[src/rtl/alu_multicycle.sv]
// Multi-cycle ALU: single-cycle logic/arith ops plus a WIDTH-step shift-add multiplier,
// with valid/ready handshakes on both sides.
module alu_multicycle #(
    parameter int unsigned WIDTH = 8
) (
    input  logic                 clk,
    input  logic                 rst,
    input  logic                 in_valid,
    output logic                 in_ready,
    input  logic [WIDTH-1:0]     A,
    input  logic [WIDTH-1:0]     B,
    input  logic [3:0]           opcode,
    output logic                 out_valid,
    input  logic                 out_ready,
    output logic [2*WIDTH-1:0]   ALU_out,
    output logic [2:0]           flag
);

    localparam int unsigned W2 = 2 * WIDTH;
    localparam int unsigned CW = (WIDTH > 2) ? $clog2(WIDTH) : 1;

    localparam logic [3:0] OP_ADD = 4'b0001;
    localparam logic [3:0] OP_SUB = 4'b0010;
    localparam logic [3:0] OP_AND = 4'b0011;
    localparam logic [3:0] OP_OR  = 4'b0100;
    localparam logic [3:0] OP_SHL = 4'b0101;
    localparam logic [3:0] OP_SHR = 4'b0110;
    localparam logic [3:0] OP_XOR = 4'b0111;
    localparam logic [3:0] OP_NOT = 4'b1000;
    localparam logic [3:0] OP_CMP = 4'b1001;
    localparam logic [3:0] OP_MUL = 4'b1010;

    typedef enum logic [1:0] {IDLE, MUL, DONE} state_t;

    state_t          state, state_nxt;
    logic            accept;
    logic            mul_last;
    logic [CW-1:0]   cnt;
    logic [W2-1:0]   acc;
    logic [W2-1:0]   mcand;
    logic [WIDTH-1:0] mplier;
    logic [W2-1:0]   prod_nxt;
    logic [W2-1:0]   res;
    logic            res_c;
    logic [WIDTH:0]  diff;
    logic [WIDTH-1:0] not_a;

    assign in_ready  = (state == IDLE) && !rst;
    assign out_valid = (state == DONE);
    assign accept    = in_valid && in_ready;
    assign mul_last  = (state == MUL) && (cnt == CW'(WIDTH - 1));
    assign prod_nxt  = acc + (mplier[0] ? mcand : '0);

    // State register
    always_ff @(posedge clk) begin
        if (rst) state <= IDLE;
        else     state <= state_nxt;
    end

    // Next-state logic
    always_comb begin
        state_nxt = state;
        case (state)
            IDLE: if (accept) state_nxt = (opcode == OP_MUL) ? MUL : DONE;
            MUL:  if (mul_last) state_nxt = DONE;
            DONE: if (out_ready) state_nxt = IDLE;
            default: state_nxt = IDLE;
        endcase
    end

    // Single-cycle result and carry/borrow/shifted-out bit
    always_comb begin
        res   = '0;
        res_c = 1'b0;
        diff  = {1'b0, A} - {1'b0, B};
        not_a = ~A;
        case (opcode)
            OP_ADD: begin
                res   = W2'(A) + W2'(B);
                res_c = res[WIDTH];
            end
            OP_SUB: begin
                res   = W2'(diff);
                res_c = (A < B);
            end
            OP_AND: res = W2'(A & B);
            OP_OR:  res = W2'(A | B);
            OP_XOR: res = W2'(A ^ B);
            OP_NOT: res = W2'(not_a);
            OP_SHL: begin
                res   = W2'({A, 1'b0});
                res_c = A[WIDTH-1];
            end
            OP_SHR: begin
                res   = W2'(A >> 1);
                res_c = A[0];
            end
            default: begin
                res   = '0;
                res_c = 1'b0;
            end
        endcase
    end

    // Datapath: outputs load only on entry to DONE; partial product stays internal
    always_ff @(posedge clk) begin
        if (rst) begin
            ALU_out <= '0;
            flag    <= 3'b000;
            acc     <= '0;
            mcand   <= '0;
            mplier  <= '0;
            cnt     <= '0;
        end else if (accept) begin
            if (opcode == OP_MUL) begin
                mcand  <= W2'(A);
                mplier <= B;
                acc    <= '0;
                cnt    <= '0;
            end else begin
                ALU_out <= res;
                flag    <= {(res == '0), ((opcode == OP_CMP) ? (A > B) : flag[1]), res_c};
            end
        end else if (state == MUL) begin
            acc    <= prod_nxt;
            mcand  <= mcand << 1;
            mplier <= mplier >> 1;
            cnt    <= cnt + CW'(1);
            if (mul_last) begin
                ALU_out <= prod_nxt;
                flag    <= {(prod_nxt == '0), flag[1], 1'b0};
                cnt     <= '0;
            end
        end
    end

endmodule

[config.mk]
export PLATFORM = sky130hd
export DESIGN_NAME = alu_multicycle
export DESIGN_NICKNAME = d
export VERILOG_FILES = /design/src/rtl/alu_multicycle.sv
export SDC_FILE = /design/constraint.sdc
export NUM_CORES = 1
export LEC_CHECK = 0
export ABC_AREA = 1
export CAP_MARGIN = 20
export CORE_AREA = 2 2 109 111
export CTS_CLUSTER_DIAMETER = 50
export CTS_CLUSTER_SIZE = 8
export DETAILED_ROUTE_END_ITERATION = 8
export DIE_AREA = 0 0 111 113
export DONT_BUFFER_PORTS = 1
export GPL_ROUTABILITY_DRIVEN = 0
export PLACE_DENSITY = 0.6
export SYNTH_ARGS = -nofsm -noshare
export SYNTH_HDL_FRONTEND = slang
export SYNTH_SLANG_ARGS = --single-unit
[constraint.sdc]
create_clock -name clk -period 2.2 [get_ports clk]
set_input_delay 0.44 -clock clk [delete_from_list [all_inputs] [get_ports clk]]
set_output_delay 0.44 -clock clk [all_outputs]
set_load 0.005 [all_outputs]
==> flow_results.org <==
** GRT
- Global routing used 30.3% of the available met1 tracks.
- In the global route stage, met2 resource usage came out at about 43%.
- Initial antenna violation count :: 0
- The first global-routing pass estimated 25000 um of wire.
- In the global route stage, overall resource usage came out at 24.3%.
- Overflow left after global routing :: 0
- Global routing used 3.75% of the available met3 tracks.
- Most utilized layer in the global route result :: met2
- Entering global routing, the biggest net connects 41 pins.
- Vias in the first global route :: 5242

** Clock tree
- Clock Tree Root :: sky130_fd_sc_hd__clkbuf_16
- TritonCTS built the clock tree.
- Maximum number of buffers from clock root to sink :: 2
- Clock latency reported for the late side of the worst-skew pair :: approximately 0.33 ns
- CTS Buf Count :: 9
- Clock-pin slew was measured on the worst setup and hold paths at around 0.06 ns.
- H-tree level count :: 3
- The tree built by TritonCTS fans out to 64 sinks.
- Number of buffers added to fix hold violations after cts :: 0

** Setup path
- CP Max Fanout :: 5
- The worst register-to-register path ends at flag[2].
- The number of buffers and inverters on the critical path is 1.
- Reg2Reg Launch Point :: mplier[0]
- Depth of the most critical reg-to-reg path :: 17
- Library cell contributing the largest single delay on the critical path :: sky130_fd_sc_hd__fa_2
- Kind of end point of the critical path :: register
- Sort of element at the start of the critical path :: register
- Type of the worst setup path :: register to register
- Cells traversed along the worst timing path :: nand2_2 > inv_2 > ha_4 > fa_2 > nor2_2 > nand2_1 > nor2_1 > nand2_1 > nor2_1 > nand2_1 > nor2_1 > nand2_1 > nor2_1 > nand2_1 > nand2_1 > nor2_2 > nor2_1
- Data on the critical path is required at its endpoint by around 2.5 ns.
- The worst register-to-register path has a setup slack of -0.03 ns.
- Most common cell on crit path :: sky130_fd_sc_hd__nand2_1
- Among cell families on the critical path, the largest total delay comes from simple AND/OR/NAND/NOR gates.
- For this run, the slowest stage of the critical path takes around 0.46 ns.
- Arr. time, crit path :: 2.50 ns

** Logic synthesis
- In this run the cell area of the synthesized design comes to ~5000 um^2.
- For this run, the number of Yosys warnings is 0.
- Count of distinct cell types in the synthesized netlist :: 34
- Top cells by area, synth :: sky130_fd_sc_hd__dfxtp_1 (25%), sky130_fd_sc_hd__nand2_1 (22%), sky130_fd_sc_hd__ha_1 (10%)
- Count of flip-flops with a built-in enable after synthesis :: 0
- Commonest register cell after synthesis :: sky130_fd_sc_hd__dfxtp_1
- Commonest cells in the synthesized netlist :: sky130_fd_sc_hd__nand2_1 (299), sky130_fd_sc_hd__inv_1 (94), sky130_fd_sc_hd__a21oi_1 (67)
- Summed over all instances, the cell type with the most area after synthesis is sky130_fd_sc_hd__dfxtp_1.
- FF+latch count, synth :: 64
- The top cell type by area accounts for 25.5% of the synthesized area.
- After technology mapping, the gate count stands at 830.
- A synthesized cell averages 6.05 um^2.
- Of all flip-flops after synthesis, the portion carrying an async set or reset was 0%.
- Register area share after synthesis :: 25.5%
- When the netlist entered floorplanning its net count stood at 898.
- Dominant cell by count in the synthesized netlist :: sky130_fd_sc_hd__nand2_1

** Status
- The run finished, with violations left.
- Violated checks :: negative setup slack

** Placement
- Port Buf Inserts :: 0
- Placed cell count :: 989
- DP Area :: 5400 um^2
- The HPWL after detailed placement is about 12000 um.
- Worst-case setup slack after placement :: -0.133 ns

** Route
- For this block, the via count after detailed routing is around 5400.
- Using the TritonRoute via totals, the vias-per-cell ratio works out to 5.34.
- Number of violations reported at the end of detailed-routing iteration 0 :: roughly 340
- In the routed design, unresolved DRC markers number 0.
- Before antenna repair, the detailed router went through 5 iterations.
- Drt total wl :: 15200 um
- Routed Antenna Nets :: 0
- Routed wirelength normalized by instance count :: 15.1 um

** Power
- Power density over cell area :: 549 nW/um^2
- Standby leakage power :: 0.00286 uW
- Peak ir drop on the vdd network :: 0.406 mV
- Total power for the finished layout comes to 3280 uW.

** Timing
- Setup skew after layout :: 0.00596 ns
- Final hold viol count :: 0
- In the finished design, the share of the clock period the worst path needs comes to 101%.
- For the pin with the worst max-slew slack, the measured transition is 0.523 ns.
- The number of pins exceeding their max-slew limit in the final report came to 0.
- Based on the critical path, the design can be clocked at up to 448 MHz.
- Final number of setup-violating endpoints :: 1
- Final worst setup slack :: -0.0322 ns
- Relative slew slack :: 65.1%
- Final critical path time including I/O delays and setup :: roughly 2.2 ns
- Across all hold checks on the routed design, the worst slack comes to 0.170 ns.
- Setup repair after global routing could not meet its margin everywhere.

** Floorplanning
- After floorplanning, the core was sized to cover around 11000 um^2.
- Starting Density :: 44.6%
- Row generation in the floorplan step produced 39 rows.
- The die is 113 um tall.
- The floorplan step defined a die boundary enclosing 12500 um^2.
- Horizontal die dimension :: 111 um
- Number of top-level design ports :: 45

** Layout
- For this run, the post-layout net count is 927.
- Share of layout cells above drive strength 1 :: around 14%
- Compared with the post-synthesis result, the final layout area differs by 18.8%.
- Area of all placed cells without fillers :: 5970 um^2
- Total inserted antenna cells :: 0
- Final Instance Count excl. Fillers :: 1007

** Min path
- The path with the worst hold slack has its endpoint at state[1].
- Depth of the worst hold-timing path :: 1
- Hold path start :: rst
- The tightest min-delay check is of the primary input to register type.

** Flow run
- Max-cap violations in this run came to 0.
area by class of cell:
class	instances	area [um^2]
Sequential cell	64	1280
Inverter	107	402
Tap cell	143	179
Timing Repair Buffer	44	343
Clock buffer	10	239
Clock inverter	6	114
Multi-Input combinational cell	633	3410
Fill cell	1128	5300
timing repair:
action,CTS,global route
setup endpoints to repair,1,14
endpoints found under the hold margin,0,0
pin swaps,1,12
buffers inserted,0,2
gates resized for setup,4,38
how the worst max path moves through the flow:
stage / end / slack (ns) / cells after the start / from
2_1_floorplan: flag[2] / 0.06 / 17 / mplier[0]
3_3_place_gp: flag[2] / -0.11 / 16 / A[0]
3_5_place_dp: flag[2] / -0.13 / 16 / A[0]
4_1_cts: flag[2] / 0.009 / 17 / mplier[0]
5_1_grt: flag[2] / -0.22 / 17 / mplier[0]
6_report: flag[2] / -0.03 / 17 / mplier[0]
cells by family after synthesis:
group | share of synthesized area (%)
AO/OA/AOI/OAI | 15.9
adder cells (fa/ha/maj) | 11.4
XOR/XNOR | 0.871
buffers and inverters | 10.6
flip-flops | 25.5
AND/OR/NAND/NOR | 35.7
cell usage in the layout, fill, tap and decap left out, drive strengths merged:
cell and instances:
or2 2, xnor2 1, nor2 67, and2 2, nand2 302, o21bai 3
o22ai 2, o211ai 2, o211a 1, nand4 8, a21o 1, ha 41
nand3b 5, buf 44, nand3 40, fa 3, clkinvlp 2, a31oi 21
xor2 4, o21ai 51, bufinv 3, dfxtp 64, inv 108, clkbuf 10
nor3 9, a21oi 67, o2111ai 1
where the power goes:
group | total, uW | internal [uW] | leakage [uW] | switching [uW]
registers | 1200 | 1180 | 0.000518 | 18.8
clock network | 1680 | 1140 | 0.000165 | 539
logic | 400 | 134 | 0.00217 | 265
total | 3280 | 2450 | 0.00286 | 823
flip-flops by register name, indices dropped and copies added (netlist names):
| signal | cells |
|---|---|
| ALU_out | 16 |
| acc | 16 |
| cnt | 3 |
| flag | 3 |
| mcand | 16 |
| mplier | 8 |
| state | 2 |
per-layer routing:
metal	wire length, um	vias up
li1	-	2715
met1	6770	2480
met2	7390	150
met3	704	31
met4	334	0
met5	0	-
per-stage QoR:
stage | utilization [%] | TNS [ns]
after floorplan | - | 0
after global placement | 47.9 | -0.113
after detailed placement | 47.9 | -0.133
after CTS | 51.1 | 0
after global routing | 53.0 | -0.249
final | 53.0 | -0.0322
Note: power is estimated with default switching activity, not from simulation.
